File: src/rtl/divisor_pkg.sv
`default_nettype none
// ----------------------------------------------------------------------------
// divisor_pkg : shared state encoding and board timebase defaults
// Rev 1.0
// ----------------------------------------------------------------------------
package divisor_pkg;

    typedef enum logic [1:0] {
        ST_IDLE  = 2'd0,
        ST_RUN   = 2'd1,
        ST_DRAIN = 2'd2
    } state_t;

    localparam int BOARD_DEFAULT_DIV = 2500000;
    localparam int BOARD_MIN_DIV     = 1;

endpackage
`default_nettype wire

File: src/rtl/divisor_core.sv
`default_nettype none
// ----------------------------------------------------------------------------
// divisor_core : half-period counter with terminal compare, s_clk and tick
// Rev 1.0
// ----------------------------------------------------------------------------
module divisor_core
    import divisor_pkg::*;
#(
    parameter int WIDTH = 22
) (
    input  logic             clk,
    input  logic             reset,
    input  logic             count_en,
    input  logic             clear,
    input  logic [WIDTH-1:0] term,
    output logic             tc,
    output logic             s_clk,
    output logic             tick
);

    logic [WIDTH-1:0] cuenta;

    assign tc = (cuenta == term);

    always_ff @(posedge clk or negedge reset) begin
        if (!reset) begin
            cuenta <= '0;
            s_clk  <= 1'b0;
            tick   <= 1'b0;
        end else if (clear) begin
            cuenta <= '0;
            s_clk  <= 1'b0;
            tick   <= 1'b0;
        end else if (count_en) begin
            if (tc) begin
                cuenta <= '0;
                s_clk  <= ~s_clk;
                tick   <= 1'b1;
            end else begin
                cuenta <= cuenta + 1'b1;
                tick   <= 1'b0;
            end
        end else begin
            tick <= 1'b0;
        end
    end

endmodule
`default_nettype wire

File: src/rtl/divisor_ctrl.sv
`default_nettype none
// ----------------------------------------------------------------------------
// divisor_ctrl : run/stop/drain sequencing and divide-ratio load handshake
// Rev 1.0
// ----------------------------------------------------------------------------
module divisor_ctrl
    import divisor_pkg::*;
#(
    parameter int WIDTH       = 22,
    parameter int DEFAULT_DIV = BOARD_DEFAULT_DIV,
    parameter int MIN_DIV     = BOARD_MIN_DIV
) (
    input  logic             clk,
    input  logic             reset,
    input  logic             enable,
    input  logic [WIDTH-1:0] div_value,
    input  logic             div_load,
    output logic             div_ack,
    output logic             cfg_err,
    output logic             busy,
    output logic             s_clk,
    output logic             tick
);

    localparam logic [WIDTH-1:0] DEF_VAL = DEFAULT_DIV[WIDTH-1:0];
    localparam logic [WIDTH-1:0] MIN_VAL = MIN_DIV[WIDTH-1:0];

    state_t           state;
    state_t           next_state;
    logic             count_en;
    logic             clear;
    logic             tc;
    logic             tc_evt;
    logic [WIDTH-1:0] term_reg;
    logic [WIDTH-1:0] pend_reg;
    logic             load_ok;
    logic             load_bad;
    logic             apply;

    divisor_core #(
        .WIDTH (WIDTH)
    ) u_core (
        .clk      (clk),
        .reset    (reset),
        .count_en (count_en),
        .clear    (clear),
        .term     (term_reg),
        .tc       (tc),
        .s_clk    (s_clk),
        .tick     (tick)
    );

    always_ff @(posedge clk or negedge reset) begin
        if (!reset) begin
            state <= ST_IDLE;
        end else begin
            state <= next_state;
        end
    end

    // Stopping with s_clk low is immediate; with s_clk high the half-period
    // is drained so consumers never see a runt high pulse.
    always_comb begin
        next_state = state;
        count_en   = 1'b0;
        clear      = 1'b0;
        case (state)
            ST_IDLE: begin
                clear = 1'b1;
                if (enable) begin
                    next_state = ST_RUN;
                end
            end
            ST_RUN: begin
                if (enable) begin
                    count_en = 1'b1;
                end else if (!s_clk) begin
                    clear      = 1'b1;
                    next_state = ST_IDLE;
                end else begin
                    count_en   = 1'b1;
                    next_state = tc ? ST_IDLE : ST_DRAIN;
                end
            end
            ST_DRAIN: begin
                count_en = 1'b1;
                if (enable) begin
                    next_state = ST_RUN;
                end else if (tc) begin
                    next_state = ST_IDLE;
                end
            end
            default: begin
                clear      = 1'b1;
                next_state = ST_IDLE;
            end
        endcase
    end

    assign tc_evt   = count_en & tc;
    assign load_bad = div_load & ((div_value < MIN_VAL) | busy);
    assign load_ok  = div_load & ~busy & (div_value >= MIN_VAL);
    // busy is registered, so a load landing on a TC waits for the next one.
    assign apply    = busy & ((state == ST_IDLE) | tc_evt);

    always_ff @(posedge clk or negedge reset) begin
        if (!reset) begin
            term_reg <= DEF_VAL;
            pend_reg <= '0;
            busy     <= 1'b0;
            div_ack  <= 1'b0;
            cfg_err  <= 1'b0;
        end else begin
            cfg_err <= load_bad;
            div_ack <= apply;
            if (load_ok) begin
                pend_reg <= div_value;
                busy     <= 1'b1;
            end else if (apply) begin
                term_reg <= pend_reg;
                busy     <= 1'b0;
            end
        end
    end

endmodule
`default_nettype wire

File: config.mk
export PLATFORM = sky130hd
export DESIGN_NAME = divisor_ctrl
export DESIGN_NICKNAME = d
export VERILOG_FILES = /design/src/rtl/divisor_pkg.sv /design/src/rtl/divisor_core.sv /design/src/rtl/divisor_ctrl.sv
export SDC_FILE = /design/constraint.sdc
export NUM_CORES = 1
export LEC_CHECK = 0
export BUFFER_PORTS_ARGS = -buffer_cell sky130_fd_sc_hd__buf_2
export CAP_MARGIN = 20
export CORE_AREA = 5 5 101 103
export CTS_BUF_LIST = sky130_fd_sc_hd__clkbuf_4 sky130_fd_sc_hd__clkbuf_8 sky130_fd_sc_hd__clkbuf_16
export CTS_CLUSTER_SIZE = 10
export DETAILED_ROUTE_END_ITERATION = 7
export DIE_AREA = 0 0 106 108
export PLACE_DENSITY = 0.54
export SLEW_MARGIN = 5
export SYNTH_ARGS = -nofsm -noshare
export SYNTH_HDL_FRONTEND = slang
export SYNTH_SLANG_ARGS = --single-unit
File: constraint.sdc
create_clock -name clk -period 3.2 [get_ports clk]
set_clock_uncertainty 0.2 [all_clocks]
set_input_delay 0.96 -clock clk [delete_from_list [all_inputs] [get_ports clk]]
set_output_delay 0.96 -clock clk [all_outputs]
set_load 0.02 [all_outputs]
==> flow_summary.toml, run 1 <==
[logic_synthesis]
ys_seq_area_frac = 0.5117
yosysTopAreaCell = "dfrtp_1"
yosysMostFrequentCell = "dfrtp_1"
ys_warn_count = 0
synth_cells = 291
syn-cell-area_sq_um = 3590
synthTopCellsByArea = "dfrtp_1 (45%), mux2_4 (7.9%), mux2_2 (7.8%)"
yosys_most_used_dff = "dfrtp_1"
netlist.area_leader.share = 0.4531
syn_nets = 322
yosys.cell_types.count = 44
async_reset_ff_frac = 1.000
synth_edf_count = 0
ys_ff_latch = 73
syn_area_per_cell_sq_um = 12.34
yosys-top-cells-count = "dfrtp_1 (65), nor2_1 (26), xor2_1 (26), mux2_2 (25), mux2_4 (19)"

[detailed_routing]
drt-vias-per-instance = 5.143
dr_total_vias = 2299
drt-initial-drc-count = 99
drc = 0
drt-total-wl_um = 7156
wl_per_cell_um = 16.01
first_pass_iters = 4
antenna_left = 0

[setup_path]
endpoint_kind = "flip-flop"
path_max_fanout = 23
crit_type = "flip-flop to flip-flop"
cp-start-kind = "flip-flop"
rr_worst_depth = 6
crit_arrival_ns = 2.63
worstPathRequired_ns = 3.23
r2r_start = "u_core.cuenta[16]"
startpoint = "u_core.cuenta[16]"

[global_route]
grt_first_pass_wirelength_um = 12280
grt_pass1_vias = 2351
overflow = 0
gr-usage-all-layers = 0.1375
grt_start_max_net_pins = 74
antenna_found_initial = 0

[final_layout]
design_area_sq_um = 4203
finalCoreUtilization = 0.4614
fillerInstances = 877
num_antenna_cells = 0
seq_area_sq_um = 1837
multi_input_area_sq_um = 1682
drive_above_1_share = 0.3452
final_nets = 362
area_growth_pct = 17.08

[timing]
hold_viol_final = 0
setup_tns_ns = 0
setup_ws_ns = 0.6046
max_freq_mhz = 385.3
tightest_slew_ns = 0.4706
setup_viol = 0
period_needed_ns = 2.595
slew_viol_final = 0
post-route-period-util = 0.8111
rsz0062_at_grt = "false"
slew_headroom = 0.6833

[placement]
post-dp-hpwl_um = 5165
dpl-instance-area_sq_um = 3928
post-place-ws_ns = 0.2411
portBuffers = 30
routabilityCongestion = 0.7634

[clocking]
cts_root_buf = "clkbuf_8"
cts_tree = "yes"
cts.clk_slew.worst_paths_ns = 0.08
cts_resized = 0
numCtsBuffers = 9
cts_sinks = 73
clock_path_buffers = 2
cts_setup_buffers = 0
clock_latency_ns = 0.35
cts_hold_buf = 0
htreeDepth = 3

[pwr]
power.density_nw_per_um2 = 864.1
report.power.total_mw = 3.631
power_leakage_nw = 1.838
ir_drop_v = 0.0005049

[job]
maxCapViolCount = 0

[die]
core_sq_um = 9109
start_util = 0.3941
die_y_um = 108
rows = 35
die-area_sq_um = 11450
fp.dieW_um = 106
pin_count = 31

[status]
status = "completed"

[hold_path]
min_path_cells = 1
hold_class = "flip-flop to flip-flop"
hold_start = "pend_reg[1]"
==> metal layers <==
metal,routed length (um),global-route usage,vias up,part of all wire
met2,3349,0.2122,35,0.47
li1,-,-,1114,-
met5,0,0,-,0
met4,159,0.06475,0,0.022
met1,3447,0.1887,1136,0.48
met3,199,0.02448,14,0.028
==> path summary, 6_finish.rpt <==
path | end | slack (ns)
worst min register to register | term_reg[1] | 0.31
max in group asynchronous | term_reg[13] | 2.03
min in group asynchronous | pend_reg[10] | 0.41
worst min-delay path | term_reg[1] | 0.31
worst max register to register | term_reg[15] | 0.60
worst max-delay path | term_reg[15] | 0.60
==> per-stage QoR <==
step                std cells  hold slack [ns]
floorplan                 291           0.2736
global placement          431           0.2852
detailed placement        431           0.2900
CTS                       447           0.3107
global route              447           0.3230
finish                    447           0.3076
==> cell type report <==
| type | count | area share |
|---|---|---|
| Inverter | 6 | 0.005359 |
| Timing Repair Buffer | 38 | 0.05895 |
| Clock inverter | 6 | 0.03275 |
| Sequential cell | 73 | 0.4370 |
| Multi-Input combinational cell | 203 | 0.4001 |
| Clock buffer | 10 | 0.03275 |
| Tap cell | 111 | 0.03305 |
==> kinds of logic after synthesis <==
logic type               share of synthesized area
flip-flops                                  0.5117
AO/OA/AOI/OAI                              0.04566
buffers and inverters                      0.02196
adder cells (fa/ha/maj)                    0.01743
AND/OR/NAND/NOR                             0.1454
multiplexers                                0.1579
XOR/XNOR                                    0.1000
==> power breakdown <==
group          total, mW  switching (mW)  internal (mW)
Combinational       1.15           0.508          0.642
Clock              0.981           0.358          0.622
Sequential          1.50           0.220           1.28
Total               3.63            1.09           2.54
==> critical path, cell delays in order (launching register included) <==
cell and delay (ns):
dfrtp_1 0.46, xor2_1 0.20, nor4_4 0.36, nand4_4 0.25, o41ai_4 0.39, buf_12 0.25, mux2_2 0.35
==> cell usage in the layout, fill, tap and decap left out, types with 6 or more instances in the layout <==
| master | instances |
|---|---|
| nand3_1 | 6 |
| nor4_1 | 11 |
| a21oi_1 | 6 |
| nand2_1 | 14 |
| clkbuf_8 | 10 |
| nor3_1 | 8 |
| dfstp_2 | 8 |
| nor2_1 | 26 |
| buf_2 | 30 |
| dfrtp_1 | 65 |
| xor2_1 | 26 |
| mux2_2 | 25 |
| mux2_4 | 19 |
| xnor2_1 | 15 |
| inv_1 | 6 |
Note: power is estimated with default switching activity, not from simulation.
==> run 2, diff against run 1 <==
- ABC_AREA: unset -> 1
- CORE_AREA: 5 5 101 103 -> 5 5 105 107
- DIE_AREA: 0 0 106 108 -> 0 0 110 112
- PLACE_DENSITY: 0.54 -> 0.56
- clock period: 3.2 -> 2.3 ns (I/O delays scaled with it)
==> flow_summary.toml, run 2 <==
[pwr]
clkPwrFrac = 0.227
ir_drop_v = 0.0004522
power_leakage_nw = 2.302
p_int_mw = 2.912
report.power.total_mw = 4.722
combPwrFrac = 0.346
pwr-share-seq = 0.427
switching_share = 0.3833
power.density_nw_per_um2 = 1053
p_sw_mw = 1.810

[logic_synthesis]
yosys.cell_types.count = 32
ys_ff_latch = 73
netlist.area_leader.share = 0.4157
ys_warn_count = 0
synth_cells = 522
syn-cell-area_sq_um = 3913
synthTopCellsByArea = "dfrtp_1 (42%), nand2_1 (19%), nand3_1 (7.8%)"
yosysMostFrequentCell = "nand2_1"
synth_edf_count = 0
async_reset_ff_frac = 1.000
yosysTopAreaCell = "dfrtp_1"
yosys-top-cells-count = "nand2_1 (193), dfrtp_1 (65), nand3_1 (61), inv_1 (57), nor2_1 (39)"
ys_seq_area_frac = 0.4695
yosys_most_used_dff = "dfrtp_1"
syn_nets = 553
syn_area_per_cell_sq_um = 7.495

[clocking]
cts.clk_slew.worst_paths_ns = 0.09
clock_path_buffers = 2
cts_tree = "yes"
clock_latency_ns = 0.35
htreeDepth = 3
cts_sinks = 73
cts_root_buf = "clkbuf_8"
cts_hold_buf = 0
cts_setup_buffers = 0
cts_resized = 0
numCtsBuffers = 9

[global_route]
grt_first_pass_wirelength_um = 15150
gr-usage-all-layers = 0.1526
grt_pass1_vias = 3204
antenna_found_initial = 0
grt_start_max_net_pins = 74
overflow = 0

[timing]
slew_headroom = 0.7352
hold_viol_final = 0
setup_viol = 0
max_freq_mhz = 480.2
slew_viol_final = 0
period_needed_ns = 2.083
setup_ws_ns = 0.2174
tightest_slew_ns = 0.3972
setup_tns_ns = 0
post-route-period-util = 0.9055
rsz0062_at_grt = "false"

[detailed_routing]
drt-total-wl_um = 8584
drt-initial-drc-count = 198
antenna_left = 0
wl_per_cell_um = 12.23
first_pass_iters = 4
dr_total_vias = 3297
drc = 0
drt-vias-per-instance = 4.697

[placement]
post-place-ws_ns = 0.1171
dpl-instance-area_sq_um = 4273
portBuffers = 30
post-dp-hpwl_um = 6351
routabilityCongestion = 0.8393

[setup_path]
crit_type = "flip-flop to flip-flop"
path_max_fanout = 6
cp_common_cell = "inv_1"
rr_worst_depth = 10
endpoint_kind = "flip-flop"
r2r_start = "state[0]"
endpoint = "u_core.cuenta[16]"
path_cells = "inv_1, ha_1, inv_1, nand2_1, nand2_1, nor2_2, inv_1, buf_4, buf_4, o21ai_0"
cp_slowest_cell = "dfrtp_1"
r2r_setup_slack_ns = 0.22
startpoint = "state[0]"
rr_endpoint = "u_core.cuenta[16]"
crit_arrival_ns = 2.14
worstPathRequired_ns = 2.35
cpPeakStageDelay_ns = 0.42
cp-start-kind = "flip-flop"

[die]
rows = 37
fp.dieW_um = 110
core_sq_um = 10050
die_y_um = 112
start_util = 0.3895
die-area_sq_um = 12320
pin_count = 31

[final_layout]
area_growth_pct = 14.61
multi_input_area_sq_um = 1744
layout_commonest_cell = "nand2_1"
fillerInstances = 1058
num_antenna_cells = 0
drive_above_1_share = 0.1431
design_area_sq_um = 4484
finalCoreUtilization = 0.4464
seq_area_sq_um = 1837
layout_common_cells = "nand2_1 (193), dfrtp_1 (65), nand3_1 (61)"
final_nets = 592

[status]
status = "completed"

[job]
maxCapViolCount = 0

[hold_path]
hold_class = "primary input to async pin"
==> run 2: cell count changes in the layout (fill, tap and decap cells not counted), moves of 6 or more <==
cell     before  now
xnor2_1      15    3
buf_4         5   12
nand2_1      14  193
xor2_1       26   13
nor2_1       26   39
mux2_2       25    0
mux2_4       19    0
nand3_1       6   61
o21ai_0       5   14
nor4_1       11    5
inv_1         6   57
nand4_1       3   10
==> run 2: cell families after synthesis <==
| family | share of synthesized area |
|---|---|
| AND/OR/NAND/NOR | 0.3626 |
| XOR/XNOR | 0.03582 |
| buffers and inverters | 0.08475 |
| AO/OA/AOI/OAI | 0.03134 |
| flip-flops | 0.4695 |
| adder cells (fa/ha/maj) | 0.01599 |
==> run 2: worst min-delay path by stage <==
stage,from,end
finish,reset,u_core.cuenta[5]
global route,reset,pend_reg[9]
CTS,reset,term_reg[4]
detailed placement,pend_reg[8],pend_reg[8]
global placement,pend_reg[2],pend_reg[2]
floorplan,reset,busy
==> run 2: routing by layer <==
layer | routed length, um | up-vias | track usage
li1 | - | 1719 | -
met1 | 4236 | 1495 | 0.2137
met2 | 3861 | 71 | 0.2399
met3 | 354 | 12 | 0.02377
met4 | 132 | 0 | 0.04988
met5 | 0 | - | 0
==> run 2: layout make-up <==
type,count,area share
clock buffers,10,0.03069
clock inverters,6,0.01646
inverters,59,0.04939
multi-input cells,373,0.3890
flip-flops and latches,73,0.4096
well taps,136,0.03795
repair buffers,45,0.06696
==> run 2: power by group through the flow <==
stage	sequential (mW)	clock, mW	combinational, mW
after global routing	2.08	1.16	1.91
after detailed placement	2.04	0	1.66
after global placement	2.02	0	1.64
after floorplan	1.98	0	1.25
final	2.02	1.07	1.63
after CTS	2.02	1.10	1.67
==> run 2: critical path, delay by kind of cell (launching register included) <==
kind                     cells  cell delay (ns)
buffers and inverters        5             0.62
flip-flops                   1             0.42
AND/OR/NAND/NOR              3             0.32
adder cells (fa/ha/maj)      1             0.20
AO/OA/AOI/OAI                1             0.21
==> run 2: per-stage QoR <==
step / hold slack (ns) / cells
2_1_floorplan: 0.1944 / 522
3_3_place_gp: 0.2555 / 686
3_5_place_dp: 0.2590 / 686
4_1_cts: 0.1747 / 702
5_1_grt: 0.2039 / 702
6_report: 0.1569 / 702
==> run 3, diff against run 2 <==
- BUFFER_PORTS_ARGS: -buffer_cell sky130_fd_sc_hd__buf_2 -> -buffer_cell sky130_fd_sc_hd__clkbuf_2
==> flow_summary.toml, run 3 (same netlist as run 2, synthesis figures left out) <==
[setup_path]
path_max_fanout = 6
crit_type = "flip-flop to flip-flop"
endpoint_kind = "flip-flop"
crit_arrival_ns = 2.08
worstPathRequired_ns = 2.34
cp-start-kind = "flip-flop"

[global_route]
grt_pass1_vias = 3166
overflow = 0
grt_first_pass_wirelength_um = 14950
grt_start_max_net_pins = 33
antenna_found_initial = 0
gr-usage-all-layers = 0.1524

[clocking]
clock_path_buffers = 2
cts_sinks = 73
clock_latency_ns = 0.35
cts_setup_buffers = 0
htreeDepth = 3
cts_resized = 0
cts.clk_slew.worst_paths_ns = 0.08
cts_hold_buf = 0
cts_root_buf = "clkbuf_8"
cts_tree = "yes"
numCtsBuffers = 9

[final_layout]
area_growth_pct = 14.29
layoutNonFillerInstCount = 704
seq_area_sq_um = 1837
layout_commonest_cell = "nand2_1"
drive_above_1_share = 0.1461
layout_common_cells = "nand2_1 (193), dfrtp_1 (65), nand3_1 (61)"
multi_input_area_sq_um = 1744
fillerInstances = 1061
final_nets = 594
num_antenna_cells = 0

[detailed_routing]
first_pass_iters = 4
wl_per_cell_um = 12.30
dr_total_vias = 3285
antenna_left = 0
drt-total-wl_um = 8660
drt-vias-per-instance = 4.666
drt-initial-drc-count = 133
drc = 0

[die]
pin_count = 31
die_y_um = 112
rows = 37
core_sq_um = 10050
start_util = 0.3895
die-area_sq_um = 12320
fp.dieW_um = 110

[placement]
dpl.cell_count = 688
routabilityCongestion = 0.8109
post-place-ws_ns = 0.1375
post-dp-hpwl_um = 6497
portBuffers = 30

[timing]
slew_headroom = 0.7457
post-route-period-util = 0.8886
period_needed_ns = 2.044
hold_ws_ns = 0.03870
rsz0062_at_grt = "false"
tightest_slew_ns = 0.3786
hold_viol_final = 0
setup_ws_ns = 0.2562
setup_tns_ns = 0
max_freq_mhz = 489.3
slew_viol_final = 0
setup_viol = 0

[hold_path]
hold_class = "primary input to async pin"

[pwr]
ir_drop_v = 0.0005081
power_leakage_nw = 2.297
power.density_nw_per_um2 = 1037

[status]
status = "completed"

[job]
maxCapViolCount = 0
run 3: changes by cell type in the layout (fill, tap and decap cells not counted), sizes merged:
cell      previous run  this run
clkinvlp             0         2
clkinv               3         1
clkbuf              10        41
inv                 61        60
bufinv               1         0
buf                 45        18
run 3: final cells by class:
cell class,count,share of cell area
Clock inverter,4,0.006435
Tap cell,136,0.03805
Clock buffer,12,0.03414
Sequential cell,73,0.4107
Inverter,59,0.04952
Multi-Input combinational cell,373,0.3900
Timing Repair Buffer,47,0.07107
run 3: final timing paths:
path | from | end | slack [ns] | cells after the start
min | reset | u_core.cuenta[4] | 0.04 | 1
min in group clk | term_reg[13] | term_reg[13] | 0.27 | 2
max | u_core.cuenta[2] | u_core.cuenta[17] | 0.26 | 9
max reg2reg | u_core.cuenta[2] | u_core.cuenta[17] | 0.26 | 9
min reg2reg | term_reg[13] | term_reg[13] | 0.27 | 2
max in group asynchronous | reset | term_reg[13] | 1.21 | 2
run 3: critical path, stage by stage (launching register included):
cell	delay (ns)
dfrtp_1	0.47
nand3_1	0.20
nor2_2	0.20
nand2_2	0.10
nor3_2	0.16
nand3_1	0.16
nor2_1	0.23
nand2_1	0.08
nand3b_1	0.09
nand2_1	0.05
run 3: metrics by stage:
step	cell area, sq um	total power [mW]	utilization
2_1_floorplan	3913	3.234	-
3_3_place_gp	4290	3.685	0.4271
3_5_place_dp	4290	3.735	0.4271
4_1_cts	4472	4.693	0.4451
5_1_grt	4472	5.040	0.4451
6_report	4472	4.639	0.4451
run 3: report_power, final:
part	internal, mW	leakage, nW	switching, mW
clock network	0.448	0.0898	0.491
logic	0.643	1.28	1.03
registers	1.74	0.932	0.293
run 3: routing by layer:
layer  wire length, um  track usage  up-vias
met4               104      0.04156        0
met1              4314       0.2152     1492
met2              3900       0.2310       59
li1                  -            -     1724
met5                 0            0        -
met3               341      0.03884       10
